==> src/rtl/power_controller.sv <==
// Front-panel / command driven power controller: debounced button, command arbitration,
// gap/assert handshake with the downstream sequencer, timeouts, cooldown and fault latching.
module power_controller #(
    parameter logic [31:0] DEBOUNCE_CYCLES = 32'd100000,
    parameter logic [31:0] COOLDOWN_CYCLES = 32'd1000000,
    parameter logic [31:0] SEQ_TIMEOUT     = 32'd10000
) (
    input  logic       clk,
    input  logic       reset,
    input  logic       power_button,
    input  logic       cmd_power_up,
    input  logic       cmd_power_down,
    input  logic       cmd_power_cycle,
    input  logic       fault,
    input  logic       fault_clear,
    input  logic       sequence_complete,
    output logic       power_up,
    output logic       power_down,
    output logic [2:0] power_state,
    output logic [1:0] fault_code
);

    typedef enum logic [2:0] {
        S_OFF      = 3'd0,
        S_PWR_UP   = 3'd1,
        S_ON       = 3'd2,
        S_PWR_DOWN = 3'd3,
        S_COOLDOWN = 3'd4,
        S_FAULT    = 3'd5
    } state_t;

    localparam logic [1:0]  FC_NONE  = 2'd0;
    localparam logic [1:0]  FC_EXT   = 2'd1;
    localparam logic [1:0]  FC_UP_TO = 2'd2;
    localparam logic [1:0]  FC_DN_TO = 2'd3;
    // Counter runs 1 -> 0 during the gap, giving exactly two gap cycles.
    localparam logic [31:0] GAP_LOAD = 32'd1;

    logic [1:0]  sync_q;
    logic        btn_q, btn_d;
    logic [31:0] deb_cnt_q, deb_cnt_d;
    logic        press;

    state_t      state_q, state_d;
    logic        gap_q, gap_d;
    logic        cyc_q, cyc_d;
    logic [1:0]  code_q, code_d;
    logic [31:0] cnt_q, cnt_d;

    logic        ev_fault, ev_down, ev_cycle, ev_up, ev_press;
    logic        seq_ok;

    always_ff @(posedge clk or posedge reset) begin
        if (reset) begin
            sync_q    <= 2'b00;
            btn_q     <= 1'b0;
            deb_cnt_q <= '0;
        end else begin
            sync_q    <= {sync_q[0], power_button};
            btn_q     <= btn_d;
            deb_cnt_q <= deb_cnt_d;
        end
    end

    // The debounced value flips only after DEBOUNCE_CYCLES consecutive disagreeing samples.
    always_comb begin
        btn_d     = btn_q;
        deb_cnt_d = '0;
        press     = 1'b0;
        if (sync_q[1] != btn_q) begin
            if ((deb_cnt_q + 32'd1) >= DEBOUNCE_CYCLES) begin
                btn_d = sync_q[1];
                press = sync_q[1];
            end else begin
                deb_cnt_d = deb_cnt_q + 32'd1;
            end
        end
    end

    // Strict priority: only the single highest-priority event is visible to the FSM.
    assign ev_fault = fault;
    assign ev_down  = !fault && cmd_power_down;
    assign ev_cycle = !fault && !cmd_power_down && cmd_power_cycle;
    assign ev_up    = !fault && !cmd_power_down && !cmd_power_cycle && cmd_power_up;
    assign ev_press = !fault && !cmd_power_down && !cmd_power_cycle && !cmd_power_up && press;

    // First assert cycle is the one where the counter still holds its reload value.
    assign seq_ok = sequence_complete && (cnt_q != SEQ_TIMEOUT);

    always_ff @(posedge clk or posedge reset) begin
        if (reset) begin
            state_q <= S_OFF;
            gap_q   <= 1'b0;
            cyc_q   <= 1'b0;
            code_q  <= FC_NONE;
            cnt_q   <= '0;
        end else begin
            state_q <= state_d;
            gap_q   <= gap_d;
            cyc_q   <= cyc_d;
            code_q  <= code_d;
            cnt_q   <= cnt_d;
        end
    end

    always_comb begin
        state_d = state_q;
        gap_d   = gap_q;
        cyc_d   = cyc_q;
        code_d  = code_q;
        cnt_d   = (cnt_q == '0) ? '0 : cnt_q - 32'd1;

        case (state_q)
            S_OFF: begin
                if (ev_up || ev_press || ev_cycle) state_d = S_PWR_UP;
            end
            S_PWR_UP: begin
                if (ev_fault) begin
                    state_d = S_PWR_DOWN;
                    if (code_q == FC_NONE) code_d = FC_EXT;
                end else if (ev_down) begin
                    state_d = S_PWR_DOWN;
                end else if (gap_q) begin
                    if (cnt_q == '0) begin
                        gap_d = 1'b0;
                        cnt_d = SEQ_TIMEOUT;
                    end
                end else if (seq_ok) begin
                    state_d = S_ON;
                end else if (cnt_q <= 32'd1) begin
                    state_d = S_PWR_DOWN;
                    if (code_q == FC_NONE) code_d = FC_UP_TO;
                end
            end
            S_ON: begin
                if (ev_fault) begin
                    state_d = S_PWR_DOWN;
                    if (code_q == FC_NONE) code_d = FC_EXT;
                end else if (ev_down || ev_press) begin
                    state_d = S_PWR_DOWN;
                end else if (ev_cycle) begin
                    state_d = S_PWR_DOWN;
                    cyc_d   = 1'b1;
                end
            end
            S_PWR_DOWN: begin
                if (gap_q) begin
                    if (cnt_q == '0) begin
                        gap_d = 1'b0;
                        cnt_d = SEQ_TIMEOUT;
                    end
                end else if (seq_ok) begin
                    if (code_q != FC_NONE) state_d = S_FAULT;
                    else if (cyc_q)        state_d = S_COOLDOWN;
                    else                   state_d = S_OFF;
                end else if (cnt_q <= 32'd1) begin
                    state_d = S_FAULT;
                    if (code_q == FC_NONE) code_d = FC_DN_TO;
                end
            end
            S_COOLDOWN: begin
                if (ev_fault) begin
                    state_d = S_PWR_DOWN;
                    if (code_q == FC_NONE) code_d = FC_EXT;
                end else if (ev_down) begin
                    state_d = S_OFF;
                end else if (cnt_q <= 32'd1) begin
                    state_d = S_PWR_UP;
                    cyc_d   = 1'b0;
                end
            end
            S_FAULT: begin
                if (fault_clear && !fault) begin
                    code_d  = FC_NONE;
                    state_d = S_OFF;
                end
            end
            default: state_d = S_OFF;
        endcase

        // Every state entry reloads the shared counter.
        if (state_d != state_q) begin
            gap_d = (state_d == S_PWR_UP) || (state_d == S_PWR_DOWN);
            case (state_d)
                S_PWR_UP, S_PWR_DOWN: cnt_d = GAP_LOAD;
                S_COOLDOWN:           cnt_d = COOLDOWN_CYCLES;
                default:              cnt_d = '0;
            endcase
            if ((state_d == S_OFF) || (state_d == S_FAULT)) cyc_d = 1'b0;
        end
    end

    assign power_up    = ((state_q == S_PWR_UP) && !gap_q) || (state_q == S_ON);
    assign power_down  = ((state_q == S_PWR_DOWN) && !gap_q) ||
                         ((state_q == S_FAULT) && (code_q == FC_DN_TO));
    assign power_state = state_q;
    assign fault_code  = code_q;

endmodule
==> config.mk <==
export PLATFORM = sky130hd
export DESIGN_NAME = power_controller
export DESIGN_NICKNAME = d
export VERILOG_FILES = /design/src/rtl/power_controller.sv
export SDC_FILE = /design/constraint.sdc
export NUM_CORES = 1
export LEC_CHECK = 0
export ABC_AREA = 1
export BUFFER_PORTS_ARGS = -buffer_cell sky130_fd_sc_hd__buf_4
export CAP_MARGIN = 20
export CORE_ASPECT_RATIO = 1.25
export CORE_MARGIN = 8
export CORE_UTILIZATION = 30
export DETAILED_ROUTE_END_ITERATION = 6
export GPL_ROUTABILITY_DRIVEN = 0
export PLACE_DENSITY = 0.47
export SLEW_MARGIN = 20
export SYNTH_ARGS = -nofsm -noshare
export SYNTH_HDL_FRONTEND = slang
export SYNTH_SLANG_ARGS = --single-unit
==> constraint.sdc <==
create_clock -name clk -period 3.16 [get_ports clk]
set_input_delay 0.316 -clock clk [delete_from_list [all_inputs] [get_ports clk]]
set_output_delay 0.316 -clock clk [all_outputs]
set_load 0.02 [all_outputs]
==> impl_results.md <==
- Chip height: 157 µm
- WL met3: 371 µm
- Final Hold Viols: 0
- Initial DRC count: 193
- Initial Utilization: 0.307
- Commonest cells after routing, fill and taps aside: nand2_1 (189), nor2_1 (122), inv_1 (79)
- DR vias/cell: 4.57
- Final nets: 746
- LEAKAGE: around 2.7 nW
- Most frequent CP cell: nand2_1
- Pre-CTS WS: 0.0364 ns
- Peak supply drop: 1.04 mV
- Placed wire-length estimate: 9300 µm
- P per Cell Area: about 1000 nW/µm²
- Setup Viol. Count Final: 0
- Die footprint: 20200 µm²
- Flops & latches, synth: 74
- Simple-gate share of the synthesized area: 0.411
- Status: completed
- Number of max-cap violations: 0
- Critical path fanouts, max: 6
- Initial antenna violation count: 0
- H-tree levels: 3
- Final ANT Viol Nets: 0
- Syn_area_per_cell: 7.01 µm²
- Total CTS buffers: 9
- Clk_lat worst skew: approximately 0.35 ns
- Largest net degree at the start of global routing: 40
- Tcrit/Tclk final: 0.929
- Adder-Cell Fraction of Synth Area: 0.0105
- Crit path launch type: flip-flop
- Max-slew headroom: 0.508
- Mux share of post-synthesis cell area: 0
- Worst setup startpoint: deb_cnt_q[0]$_DFF_PP0_
- Post-synthesis compound-gate area fraction: 0.0603
- Worst reg2reg path startpoint: deb_cnt_q[0]$_DFF_PP0_
- Worst-margin pin slew: around 0.74 ns
- Synth area leaders: dfrtp_1 (39%), nand2_1 (15%), nor2_1 (9.7%)
- Worst Path Arrival: 3.21 ns
- Max clock buf depth: 2
- Setup TNS: 0 ns
- Min-delay worst type: input pin to asynchronous set/reset pin
- Commonest non-fill, non-tap cell in the layout: nand2_1
- Synth Area in XOR/XNOR: 0.0550
- Wire length on met2: 6300 µm
- Setup Skew: 0.00585 ns
- DR WL/cell: 13.0 µm
- Clock root buffer: clkbuf_16
- DR vias: roughly 4300
- Cell Rows: a little over 50
- Area leader, netlist: dfrtp_1
- Crit. End Element: flip-flop
- Die W: 129 µm
- Req. time, crit path: 3.44 ns
- Slew Viols, Final: 0
- Post-Syn Area: 4770 µm²
- Post-Layout Cell Count: ~950
- Wl on met1: approximately 5300 µm
- Clock-pin slew on the worst setup and hold paths: 0.06 ns
- Congestion Overflow GR: 0
- I/O pin cnt: 16
- Final setup margin: around 0.22 ns
- Area of the multi-input gates: 2680 µm²
- # hold bufs at CTS: 0
- CTS tree: yes
- Fill cells: between 1500 and 2000
- DP Cell Count: 925
- Detailed-route DRC error count: 0
- Area grow syn2layout: 17.9%
- Cell variety after synth: 38
- Fmax: 341 MHz
- Seq/Total Area, Yosys: 0.388
- Overall routing resource usage: 0.127
- Port Buffers: 15
- Largest family of logic cells by synthesized area: simple AND/OR/NAND/NOR gates
- Slowest CP cell: dfrtp_1
- Slowest cell delay on critical path: just under 0.4 ns
- Final wirelength: 12300 µm
- Sink Count: 74
- Cells after Synth: 681
- Number of global-route vias before repair: roughly 4300
- Worst-path cell chain: ha_2 -> nand2_2 -> nor2_4 -> nand3_4 -> inv_1 -> nand2_1 -> nand2_1 -> nand2_1 -> nor2_1 -> nand2_1 -> nor2_2 -> nand3_2 -> nand2_1 -> nand2_1 -> a21oi_2 -> nand2_1 -> nand2_2 -> nand2_1 -> nand2_4 -> buf_12 -> nand3_2 -> nor2_2
- Register area: 1850 µm²
- TritonRoute pass-1 iters: 7
- # diodes: 0
- Share of cells above drive strength 1: 0.133
- Core Area: 15600 µm²
- Highest metal used: met4
- Final Critical Period: slightly below 3 ns
- Synth top area share: 0.388
- First-pass GRT wire length: roughly 20000 µm
- Synth Warn #: 0
- Critical path class: flip-flop to flip-flop
-- synth_stat cells, drive strengths merged --
master,n
a221oi,3
clkbuf,4
nand2,196
o31a,1
nand4,8
nor3b,2
o21ai,18
buf,3
nor2,153
inv,81
a22oi,1
xor2,21
o211ai,1
o311ai,1
or2,1
a21oi,12
a211oi,1
a31oi,2
dfrtp,74
nand3,50
o22ai,1
xnor2,9
o21bai,6
ha,4
nor4,6
nand3b,7
conb,1
nor3,14
-- sequential cells by signal (all words and copies together) (netlist names) --
name,flops
sync_q,2
gap_q,1
cnt_q,32
btn_q,1
cyc_q,1
power_state,3
fault_code,2
deb_cnt_q,32
-- area by class of cell --
cell class | count | share of cell area
inverter | 81 | 0.0543
clock inverter | 3 | 0.00756
multi-input combinational | 535 | 0.476
tap | 212 | 0.0471
clock buffer | 11 | 0.0414
sequential | 74 | 0.329
timing repair buffer | 32 | 0.0449
-- critical path: cells and delay by family, from the launching register on --
family                   cells  cell delay, ns
adder cells (fa/ha/maj)      1            0.22
flip-flops                   1            0.39
AND/OR/NAND/NOR             18            1.86
buffers and inverters        2            0.25
AO/OA/AOI/OAI                1            0.13
-- cell families after synthesis --
kind of cell,after synthesis
and+or+nand+nor,437
buffers and inverters,88
DFF,74
AOI/OAI and AO/OA,47
xor gates and xnor gates,30
adders and majority gates,4
other,1
-- report_power, final --
group          internal [W]  switching (W)
Clock              0.000601       0.000397
Combinational       0.00120        0.00205
Sequential          0.00113       0.000193
Total               0.00293        0.00264
-- stage by stage --
| step | util | power, W | hold slack [ns] | instance area, µm² |
|---|---|---|---|---|
| 4_1_cts | 0.353 | 0.00527 | 0.0682 | 5500 |
| 2_1_floorplan | - | 0.00355 | 0.331 | 4830 |
| 5_1_grt | 0.361 | 0.00601 | 0.0731 | 5630 |
| 3_5_place_dp | 0.336 | 0.00424 | 0.346 | 5230 |
| 6_report | 0.361 | 0.00558 | 0.0765 | 5630 |
| 3_3_place_gp | 0.336 | 0.00424 | 0.348 | 5230 |
-- routing by layer --
| metal | vias up | track usage |
|---|---|---|
| li1 | 2242 | - |
| met5 | - | 0 |
| met1 | 1991 | 0.141 |
| met4 | 0 | 0.0701 |
| met3 | 24 | 0.0247 |
| met2 | 74 | 0.225 |
-- final timing paths --
kind                                             to  slack [ns]  cells past startpoint
setup / recovery                 cnt_q[7]$_DFF_PP0_        0.22                     22
setup reg to reg                 cnt_q[7]$_DFF_PP0_        0.22                     22
hold reg to reg                 sync_q[1]$_DFF_PP0_        0.35                      0
hold / removal              deb_cnt_q[19]$_DFF_PP0_        0.08                      2
min in group clk                sync_q[0]$_DFF_PP0_        0.08                      1
max in group asynchronous  power_state[1]$_DFF_PP0_        2.35                      3
-- what timing repair did --
item,in CTS,in global routing
hold endpoints to repair,0,0
endpoints found under the setup margin,0,34
buffers inserted,0,7
resized for setup,0,8
(Power assumes the default switching activity.)
